<file path="src/rtl/pwm_capture_pkg.sv">
// Shared servo timing constants and capture types for the PWM receive path.
// Defaults match the servo driver so a looped-back link measures in range.
package pwm_capture_pkg;

   localparam int unsigned SERVO_MIN_WIDTH = 100_000;
   localparam int unsigned SERVO_MAX_WIDTH = 200_000;
   localparam int unsigned SERVO_PERIOD    = 2_000_000;
   localparam int unsigned CAP_TIMEOUT     = 2 * SERVO_PERIOD;

   localparam int CNT_W = 32;

   typedef logic [CNT_W-1:0] cnt_t;

   typedef struct packed {
      cnt_t width;
      cnt_t period;
      logic range_err;
   } meas_t;

   function automatic logic out_of_range(input cnt_t w, input cnt_t lo, input cnt_t hi);
      return (w < lo) || (w > hi);
   endfunction

endpackage

</file>
<file path="src/rtl/pwm_capture_sync_edge.sv">
// Two-flop synchronizer plus delay flop; rise/fall are one-cycle pulses on pwm_s.
// Latency 2 cycles pin-to-pwm_s; no backpressure. o_ready marks a fully refilled chain.
module pwm_sync_edge (
   input  logic i_clk,
   input  logic i_rst,
   input  logic i_pwm,
   output logic o_pwm_s,
   output logic o_rise,
   output logic o_fall,
   output logic o_ready
);

   logic       r_meta;
   logic       r_sync;
   logic       r_dly;
   logic [1:0] r_prime;

   always_ff @(posedge i_clk) begin
      if (i_rst) begin
         r_meta  <= 1'b0;
         r_sync  <= 1'b0;
         r_dly   <= 1'b0;
         r_prime <= 2'd0;
      end else begin
         r_meta <= i_pwm;
         r_sync <= r_meta;
         r_dly  <= r_sync;
         // pwm_s only reflects the pin once both stages have refilled after reset
         if (r_prime != 2'd2) begin
            r_prime <= r_prime + 2'd1;
         end
      end
   end

   assign o_pwm_s = r_sync;
   assign o_rise  = r_sync & ~r_dly;
   assign o_fall  = ~r_sync & r_dly;
   assign o_ready = (r_prime == 2'd2);

endmodule

</file>
<file path="src/rtl/pwm_capture.sv">
// Servo PWM receiver: reports high time and rise-to-rise period once per period, with range and loss flags.
// valid rises 3 cycles after the pin rise is first sampled; no backpressure, reports are strobes.
module pwm_capture
   import pwm_capture_pkg::*;
#(
   parameter int unsigned MIN_WIDTH = SERVO_MIN_WIDTH,
   parameter int unsigned MAX_WIDTH = SERVO_MAX_WIDTH,
   parameter int unsigned TIMEOUT   = CAP_TIMEOUT
) (
   input  logic        clk,
   input  logic        rst,
   input  logic        pwm_in,
   output logic [31:0] width,
   output logic [31:0] period,
   output logic        valid,
   output logic        range_err,
   output logic        lost
);

   typedef enum logic [1:0] {
      ST_SYNC,
      ST_WAIT_RISE,
      ST_MEAS_HIGH,
      ST_MEAS_LOW
   } state_t;

   state_t r_state;
   state_t w_next;

   logic   w_pwm_s;
   logic   w_rise;
   logic   w_fall;
   logic   w_ready;
   logic   w_per_sat;

   logic   w_start;
   logic   w_report;
   logic   w_lose;
   logic   w_hi_inc;
   logic   w_per_inc;

   cnt_t   r_hi_cnt;
   cnt_t   r_per_cnt;
   meas_t  r_meas;
   logic   r_valid;
   logic   r_lost;

   pwm_sync_edge u_sync (
      .i_clk   (clk),
      .i_rst   (rst),
      .i_pwm   (pwm_in),
      .o_pwm_s (w_pwm_s),
      .o_rise  (w_rise),
      .o_fall  (w_fall),
      .o_ready (w_ready)
   );

   assign w_per_sat = (r_per_cnt == cnt_t'(TIMEOUT));

   always_ff @(posedge clk) begin
      if (rst) begin
         r_state <= ST_SYNC;
      end else begin
         r_state <= w_next;
      end
   end

   always_comb begin
      w_next = r_state;
      case (r_state)
         ST_SYNC: begin
            if (w_ready && !w_pwm_s) begin
               w_next = ST_WAIT_RISE;
            end
         end
         ST_WAIT_RISE: begin
            if (w_rise) begin
               w_next = ST_MEAS_HIGH;
            end
         end
         ST_MEAS_HIGH: begin
            if (w_per_sat) begin
               w_next = ST_SYNC;
            end else if (w_fall) begin
               w_next = ST_MEAS_LOW;
            end
         end
         ST_MEAS_LOW: begin
            // a rise landing on the saturated count still counts as a legal period
            if (w_rise) begin
               w_next = ST_MEAS_HIGH;
            end else if (w_per_sat) begin
               w_next = ST_SYNC;
            end
         end
         default: w_next = ST_SYNC;
      endcase
   end

   always_comb begin
      w_start   = 1'b0;
      w_report  = 1'b0;
      w_lose    = 1'b0;
      w_hi_inc  = 1'b0;
      w_per_inc = 1'b0;
      case (r_state)
         ST_WAIT_RISE: begin
            w_start = w_rise;
         end
         ST_MEAS_HIGH: begin
            w_lose    = w_per_sat & ~w_rise;
            w_hi_inc  = ~w_fall & ~w_per_sat;
            w_per_inc = ~w_per_sat;
         end
         ST_MEAS_LOW: begin
            w_start   = w_rise;
            w_report  = w_rise;
            w_lose    = w_per_sat & ~w_rise;
            w_per_inc = ~w_rise & ~w_per_sat;
         end
         default: ;
      endcase
   end

   always_ff @(posedge clk) begin
      if (rst) begin
         r_hi_cnt  <= '0;
         r_per_cnt <= '0;
         r_meas    <= '0;
         r_valid   <= 1'b0;
         r_lost    <= 1'b1;
      end else begin
         r_valid <= w_report;
         if (w_start) begin
            r_hi_cnt  <= cnt_t'(1);
            r_per_cnt <= cnt_t'(1);
         end else begin
            if (w_hi_inc) begin
               r_hi_cnt <= r_hi_cnt + cnt_t'(1);
            end
            if (w_per_inc) begin
               r_per_cnt <= r_per_cnt + cnt_t'(1);
            end
         end
         if (w_report) begin
            r_meas.width     <= r_hi_cnt;
            r_meas.period    <= r_per_cnt;
            r_meas.range_err <= out_of_range(r_hi_cnt, cnt_t'(MIN_WIDTH), cnt_t'(MAX_WIDTH));
         end
         if (w_report) begin
            r_lost <= 1'b0;
         end else if (w_lose) begin
            r_lost <= 1'b1;
         end
      end
   end

   assign width     = r_meas.width;
   assign period    = r_meas.period;
   assign range_err = r_meas.range_err;
   assign valid     = r_valid;
   assign lost      = r_lost;

endmodule

</file>
<file path="config.mk">
export PLATFORM = sky130hd
export DESIGN_NAME = pwm_capture
export DESIGN_NICKNAME = d
export VERILOG_FILES = /design/src/rtl/pwm_capture_pkg.sv /design/src/rtl/pwm_capture_sync_edge.sv /design/src/rtl/pwm_capture.sv
export SDC_FILE = /design/constraint.sdc
export NUM_CORES = 1
export LEC_CHECK = 0
export CORE_ASPECT_RATIO = 0.9
export CORE_MARGIN = 10
export CORE_UTILIZATION = 50
export CTS_CLUSTER_SIZE = 8
export DETAILED_ROUTE_END_ITERATION = 16
export PLACE_DENSITY_LB_ADDON = 0.08
export SLEW_MARGIN = 0
export SYNTH_ARGS = -nofsm -noshare
export SYNTH_HDL_FRONTEND = slang
export SYNTH_SLANG_ARGS = --single-unit
</file>
<file path="constraint.sdc">
create_clock -name clk -period 2.2 [get_ports clk]
set_clock_uncertainty 0.2 [all_clocks]
set_input_delay 0.44 -clock clk [delete_from_list [all_inputs] [get_ports clk]]
set_output_delay 0.44 -clock clk [all_outputs]
set_load 0.02 [all_outputs]
</file>
Word-level counts from Yosys, hierarchy flattened
Cells that the tools add are included.
{"block": "op_classes", "add_sub_neg": 3, "n_lt_le_gt_ge": 2, "n_eq_ne": 10, "n_mux": 18, "bitwise": 10, "reduce_logical": 11}
{"cell": "$add A32 B1 Y32 const B", "count": 2}
{"cell": "$eq A32 B22 Y1 const B", "count": 1}
{"cell": "$gt A32 B18 Y1 const B", "count": 1}
{"cell": "$lt A32 B17 Y1 const B", "count": 1}
{"cell": "$mux W2", "count": 6}
{"cell": "$mux W1", "count": 10}
{"cell": "$pmux W2 S4", "count": 1}
{"cell": "$eq A2 B2 Y1 const B", "count": 3}
{"cell": "$ne A2 B2 Y1 const B", "count": 3}
{"cell": "$ne A3 B3 Y1 const B", "count": 2}
{"cell": "$reduce_bool A2 Y1", "count": 3}
{"cell": "$reduce_or A2 Y1", "count": 3}
{"cell": "$and A1 B1 Y1", "count": 5}
{"cell": "$not A1 Y1", "count": 5}
{"cell": "$reduce_and A4 Y1", "count": 1}
{"cell": "$add A2 B1 Y2 const B", "count": 1}
{"cell": "$eq A2 B1 Y1 const B", "count": 1}
{"cell": "$logic_not A2 Y1", "count": 1}
{"cell": "$pmux W1 S2", "count": 1}
{"cell": "$logic_and A1 B1 Y1", "count": 1}
{"cell": "$logic_not A1 Y1", "count": 1}
{"cell": "$logic_or A1 B1 Y1", "count": 1}
{"block": "word_totals", "regBits": 138, "in_bits": 3, "out_inout_bits": 67, "word_cells": 68}

Longest topological paths before layout
Gate-level depths: netlist (run 1).
{"block": "depth", "depth_word": 7, "mapped_depth": 9, "mapped_depth_nobuf": 7}

By module
From an unflattened synthesis (run 1), not the netlist that was laid out.
{"block": "hier_totals", "cells_unflattened": 717, "hier_area_um2": 5830.6}
{"module": "pwm_capture", "instances": 1, "cells_each": 699, "area_each_um2": 5639.2, "seq_area_each_um2": 2662.6}
{"module": "pwm_sync_edge", "instances": 1, "cells_each": 18, "area_each_um2": 191.4, "seq_area_each_um2": 100.1}

Worst setup path before layout (run 1)
No wires, ideal clock.
{"block": "synth_timing", "path_kind": "flip-flop to flip-flop", "from": "register r_per_cnt[0]", "to": "register r_hi_cnt[12]", "setup_ps": 115, "arrival_ps": 1821, "required_ps": 1885, "path_slack_ps": 64, "path_stages_with_launch": 10, "path_buffers": 2, "synth_period_minus_slack_ps": 2136, "path_cell_list": "dfxtp_1 -> inv_1 -> ha_1 -> nor4bb_1 -> nand4_2 -> nor2_4 -> buf_6 -> buf_6 -> nor3_1 -> o21a_1"}
{"block": "synth_via", "elab_chain_cells": 4}
{"element": "start: declaration", "line_no": "pwm_capture.sv:43", "source": "cnt_t r_per_cnt;"}
{"element": "start signal: assignment", "line_no": "pwm_capture.sv:136", "source": "r_per_cnt <= cnt_t'(1);"}
{"element": "start signal: assignment", "line_no": "pwm_capture.sv:142", "source": "r_per_cnt <= r_per_cnt + cnt_t'(1);"}
{"element": "$eq A32 B22 Y1", "line_no": "pwm_capture.sv:58", "source": "assign w_per_sat = (r_per_cnt == cnt_t'(TIMEOUT));"}
{"element": "$not A1 Y1", "line_no": "pwm_capture.sv:112", "source": "w_hi_inc = ~w_fall & ~w_per_sat;"}
{"element": "$and A1 B1 Y1", "line_no": "pwm_capture.sv:112"}
{"element": "$mux W1", "line_no": "pwm_capture.sv:106", "source": "case (r_state)"}
{"element": "end signal: assignment", "line_no": "pwm_capture.sv:135", "source": "r_hi_cnt <= cnt_t'(1);"}
{"element": "end signal: assignment", "line_no": "pwm_capture.sv:139", "source": "r_hi_cnt <= r_hi_cnt + cnt_t'(1);"}
{"element": "end: declaration", "line_no": "pwm_capture.sv:42", "source": "cnt_t r_hi_cnt;"}
Every way passes these cells.
A chain may end at the register's enable or synchronous reset.

Worst setup path after layout (run 1)
{"block": "layout_timing", "from": "register r_per_cnt[0]", "to": "register r_hi_cnt[17]"}
Same word-level chain as after synthesis.

==> flow_summary.ini, run 1 <==
[place]
placed_cells = 959
pre_cts_ws_ps = 11.7
place_hpwl_um = 10500
io_buffers = 69
gp_congestion = 0.863
dpl_cell_area_um2 = 7040

[routing]
vias_per_cell = 5.55
vias = 5510
wl_per_cell_um = 15.4
drt_first_iter_violations = 372
routed_wl_um = 15300
drc_errors = 0
firstDrtPassIters = 7
detail-route-antenna-nets = 0

[logic_synthesis]
yosys.area.top_type = dfxtp_1
yosysUniqueCellTypes = 55
ys.flop_type = dfxtp_1
ys_seq_area_share_pct = 47.0
syn_avg_cell_area_um2 = 8.16
synth_top_area_share_pct = 47.0
syn-cell-area_um2 = 5880
synthArstFlopShare_pct = 0
synth_top_cells_by_count = 164 x nand2_1, 138 x dfxtp_1, 105 x a21oi_1
yosysWarnings = 0
synth_nets = 727
syn_inst = 720
ys_ff_latch = 138
yosysMostFrequentCell = nand2_1
synth_edf_count = 0
synth.area.top_cells = dfxtp_1 47%, nand2_1 10%, a21oi_1 8.9%

[final_layout]
finalNonFillerCells = 993
layout-drive-gt1-share_pct = 15.3
syn_to_final_growth_pct = 32.1
fin_nets = 831
postLayoutCellArea_um2 = 7770
diodes = 0
utilization_pct = 67.6

[worst_setup_path]
critical_path_class = register to register
crit_required_ps = 2350
critPathMaxFanout = 27
reg2reg_depth = 9
r2r-start = r_per_cnt[0]
cp_slowest_cell = or4_1
crit_arrival_ps = 2290
crit_path_max_incr_delay_ps = 510
crit_chain = inv_2 -> ha_2 -> nor4bb_4 -> nand4_2 -> buf_6 -> nor2_4 -> buf_12 -> or4_1 -> a21oi_1
rr_endpoint = r_hi_cnt[17]
cp-end-kind = register
cp-startpoint = r_per_cnt[0]
setup.worst_path.start_class = register
ff2ff_setup_slack_ps = 50

[grt]
grt_pass1_wl_um = 25700
grtUsageTotal_pct = 18.8
grt_pass1_vias = 5234
grt_max_degree = 50
antenna_found_initial = 0
overflow = 0

[clock_network]
cts-root-buf = clkbuf_16
htreeDepth = 4
cts_num_sinks = 138
path_clk_slew_ps = 50
cts_tree = done
insertion_delay_ps = 430
numCtsBuffers = 17
cts_buffer_depth = 2
post-cts-setup-buffers = 0

[hold_path]
worstHoldEndpoint = r_hi_cnt[12]
worst_hold_path_type = primary input to register
hold_start = rst
whs_path_depth = 3

[timing]
maxSlewViolCount = 0
hold_violations = 0
period_share_pct = 97.5
worst_slew_pin_slew_ps = 511
setup_violations = 0
relSlewSlack_pct = 65.8
setup_ws_ps = 54.2
rsz0062_at_grt = yes
fmax_mhz = 466
hold_ws_ps = 234
period_needed_ps = 2150

[run_status]
status = completed

[power_and_ir_drop]
p_per_area_nw_per_um2 = 720
switching_share_pct = 21.0
seqPwrFrac_pct = 45.8
p_leak_nw = 2.57
p_switching_mw = 1.18
power_frac_clock_pct = 50.5
ir_drop_v = 0.000686
internal-power_mw = 4.42
combinationalPowerShare_pct = 3.6

[flow_run]
cap_violations = 0

[floorplan]
core_area_um2 = 11500
start_util_pct = 51.2
die_area_um2 = 16500
num_rows = 37
ios = 70
die_y_um = 123
die_width_um = 134
[metal layers]
layer	vias up	track usage, %	share of wire (%)
li1	2751	-	-
met4	0	7.27	1.3
met5	-	0	0
met1	2597	23.8	46
met2	141	29.5	46
met3	21	5.84	6.7
[flip-flops by register name, indices dropped and copies added (netlist names), 2 cells and up]
signal	cells
r_per_cnt	32
r_hi_cnt	32
period	32
width	32
u_sync.r_prime	2
r_state	2
[worst max-delay path by stage]
| stage | slack [ps] | to |
|---|---|---|
| after floorplan | 60 | r_hi_cnt[12] |
| after global placement | 130 | r_hi_cnt[5] |
| after detailed placement | 10 | r_hi_cnt[22] |
| after CTS | 10 | r_hi_cnt[17] |
| after global routing | -50 | r_hi_cnt[26] |
| final | 50 | r_hi_cnt[17] |
[cell usage in the layout, fill, tap and decap left out, types with 3 or more instances in the layout]
cell type,count
xnor2_1,5
a21oi_1,103
nor3_1,4
clkbuf_16,17
or4_1,18
nor4_1,13
nand3_1,23
nand4_2,3
clkdlybuf4s50_1,68
nand2_1,161
o21ai_0,19
inv_1,9
nor2_1,39
buf_4,51
o21ai_1,3
clkinv_2,4
o21a_1,3
and3_1,7
clkbuf_1,3
dfxtp_1,135
or3_1,17
o31ai_1,14
nand4_1,17
clkbuf_8,5
nor2b_1,3
xor2_1,20
buf_2,3
o211ai_1,6
buf_6,3
buf_12,3
nor2_4,3
[final cells by class]
| cell class | instances | area, µm² |
|---|---|---|
| clock buffers | 25 | 505 |
| inverters | 11 | 41.3 |
| well taps | 156 | 195 |
| repair buffers | 128 | 1170 |
| flip-flops and latches | 138 | 2770 |
| fillers | 1013 | 3710 |
| multi-input cells | 528 | 2990 |
| clock inverters | 7 | 87.6 |
[through the flow]
step / setup TNS, ps / power (mW)
after floorplan: 0 / 2.75
after global placement: 0 / 2.80
after detailed placement: 0 / 2.81
after CTS: 0 / 5.63
after global routing: -135 / 5.77
final: 0 / 5.59
[worst max-delay path, delay by kind of cell, from the launching register on]
family	cells	cell delay (ps)
simple gates	4	840
buf+inv	3	340
flops	1	330
fa+ha+maj	1	180
compound gates	1	180
[power by group through the flow]
stage	logic, mW	registers, mW	clock network (mW)
2_1_floorplan	0.146	2.61	0
3_3_place_gp	0.190	2.61	0
3_5_place_dp	0.197	2.62	0
4_1_cts	0.198	2.56	2.87
5_1_grt	0.232	2.57	2.97
6_report	0.202	2.56	2.83
[repair_timing]
item / CTS / global route
hold buffers: 0 / 0
cloned: 0 / 2
setup endpoints to repair: 4 / 32
gates resized for setup: 2 / 26
pin swaps: 0 / 7
[logic make-up after synthesis]
family / synth area share, %
buf+inv: 3.98
compound gates: 15.7
fa+ha+maj: 0.852
simple gates: 28.6
xor+xnor: 3.87
flops: 47.0
Note: power is estimated with default switching activity, not from simulation.
==> inputs of run 2 (changes only) <==
--- a/config.mk
+++ b/config.mk
@@ -10,6 +10,7 @@
 export CORE_UTILIZATION = 50
 export CTS_CLUSTER_SIZE = 8
 export DETAILED_ROUTE_END_ITERATION = 16
+export GPL_TIMING_DRIVEN = 0
 export PLACE_DENSITY_LB_ADDON = 0.08
 export SLEW_MARGIN = 0
 export SYNTH_ARGS = -nofsm -noshare
==> run 2 against run 1 <==
Setup slack got worse by 28 ps; count of clock-buffer cells in the layout decreased by 1; non-clock buffer count up 8; hold slack improved by 17 ps; critical endpoint is now r_hi_cnt[13].
==> flow_summary.ini, run 2 (synthesized netlist as in run 1, its figures left out) <==
[worst_setup_path]
worst-path-buf-inv = 3
ff2ff_setup_slack_ps = 30
cp-end-kind = register
crit_arrival_ps = 2320
rr_endpoint = r_hi_cnt[13]
setup.worst_path.start_class = register
critical_path_class = register to register
cp_slowest_cell = or4_1
crit_required_ps = 2350
reg2reg_depth = 9
cpLargestDelayFamily = simple AND/OR/NAND/NOR gates
crit_path_max_incr_delay_ps = 530
r2r-start = r_per_cnt[0]
critPathMaxFanout = 7
crit_chain = inv_1 -> ha_1 -> nor4bb_4 -> nand4_2 -> buf_8 -> nor2_4 -> buf_4 -> or4_1 -> a21oi_2

[clock_network]
cts_num_sinks = 138
htreeDepth = 4
postCtsHoldBufs = 0
cts_buffer_depth = 2
path_clk_slew_ps = 50
cts_tree = done
cts-root-buf = clkbuf_16
insertion_delay_ps = 420
numCtsBuffers = 17

[grt]
grt_use_met3_pct = 6.90
antenna_found_initial = 0
top_usage_layer = met2
grtUsageTotal_pct = 19.0
grt_pass1_wl_um = 25700
grt_use_met1_pct = 23.4
grt_max_degree = 17
grtUsageMet2_pct = 30.0
overflow = 0
grt_pass1_vias = 5271

[place]
placed_cells = 944
io_buffers = 68
place_hpwl_um = 10700
pre_cts_ws_ps = -485
dpl_cell_area_um2 = 6750
gp_congestion = 0.872

[power_and_ir_drop]
ir_drop_v = 0.000810
p_leak_nw = 2.62
power_mw = 5.72
p_per_area_nw_per_um2 = 725

[hold_path]
worst_hold_path_type = register to register
whs_path_depth = 2
worstHoldEndpoint = width[1]
hold_start = width[1]

[floorplan]
die_y_um = 123
die_width_um = 134
start_util_pct = 51.2
num_rows = 37
core_area_um2 = 11500
ios = 70
die_area_um2 = 16500

[timing]
fmax_mhz = 460
period_share_pct = 98.8
setup_ws_ps = 26.3
worst_slew_pin_slew_ps = 683
hold_ws_ps = 251
relSlewSlack_pct = 54.4
maxSlewViolCount = 0
hold_violations = 0
setup_violations = 0
rsz0062_at_grt = yes
period_needed_ps = 2170
fin_tns_setup_ps = 0

[routing]
vias_per_cell = 5.69
vias = 5695
firstDrtPassIters = 5
detail-route-antenna-nets = 0
routed_wl_um = 16400
drc_errors = 0
drt_first_iter_violations = 532
wl_per_cell_um = 16.4

[final_layout]
syn_to_final_growth_pct = 34.3
fill_cells = 984
final_common_cell = nand2_1
fin_nets = 840
layout-drive-gt1-share_pct = 16.7
area.sequential_um2 = 2780
most-common-layout-cells = 161 x nand2_1, 131 x dfxtp_1, 98 x a21oi_1, 68 x clkdlybuf4s50_1, 40 x nor2_1
finalNonFillerCells = 1001
multi_input_area_um2 = 3140
utilization_pct = 68.7
postLayoutCellArea_um2 = 7890
diodes = 0

[flow_run]
cap_violations = 0

[run_status]
status = completed
==> run 2: tightest hold or removal path: stages (launching register included) <==
cell and delay (ps):
dfxtp_1 300, nand2_1 50, a21oi_1 50
==> run 2: where the power goes <==
| group | switching [mW] | internal [mW] | leakage, nW | total [mW] |
|---|---|---|---|---|
| Clock | 1.02 | 1.92 | 0.302 | 2.95 |
| Sequential | 0.0319 | 2.53 | 1.12 | 2.56 |
| Combinational | 0.138 | 0.0778 | 1.20 | 0.216 |
| Total | 1.19 | 4.53 | 2.62 | 5.72 |
==> run 2: final cells by class <==
class | instances | share of cell area, %
clock buffer | 24 | 6.36
tap | 156 | 2.47
sequential | 138 | 35.2
timing repair buffer | 95 | 11.6
inverter | 11 | 0.523
multi-input combinational | 529 | 39.7
clock inverter | 7 | 1.43
buffer | 41 | 2.73
==> run 2: worst max path at each step <==
stage | slack, ps | to | from | cells after the start
2_1_floorplan | 60 | r_hi_cnt[12] | r_per_cnt[0] | 9
3_3_place_gp | -470 | r_hi_cnt[12] | r_per_cnt[3] | 7
3_5_place_dp | -480 | r_hi_cnt[12] | r_per_cnt[3] | 7
4_1_cts | 0.9 | r_hi_cnt[11] | r_per_cnt[0] | 9
5_1_grt | -40 | r_hi_cnt[30] | r_hi_cnt[7] | 7
6_report | 30 | r_hi_cnt[13] | r_per_cnt[0] | 9
==> run 2: repair_timing <==
action	in CTS	in global routing
gates resized for setup	23	60
setup endpoints to repair	105	113
gates cloned	0	2
pin swaps	2	19
setup buffers	4	22
==> run 2: routing by layer <==
layer	vias to the layer above	share of wire, %
met1	2716	44
li1	2768	-
met5	-	0
met4	0	1.3
met2	188	47
met3	23	7.6
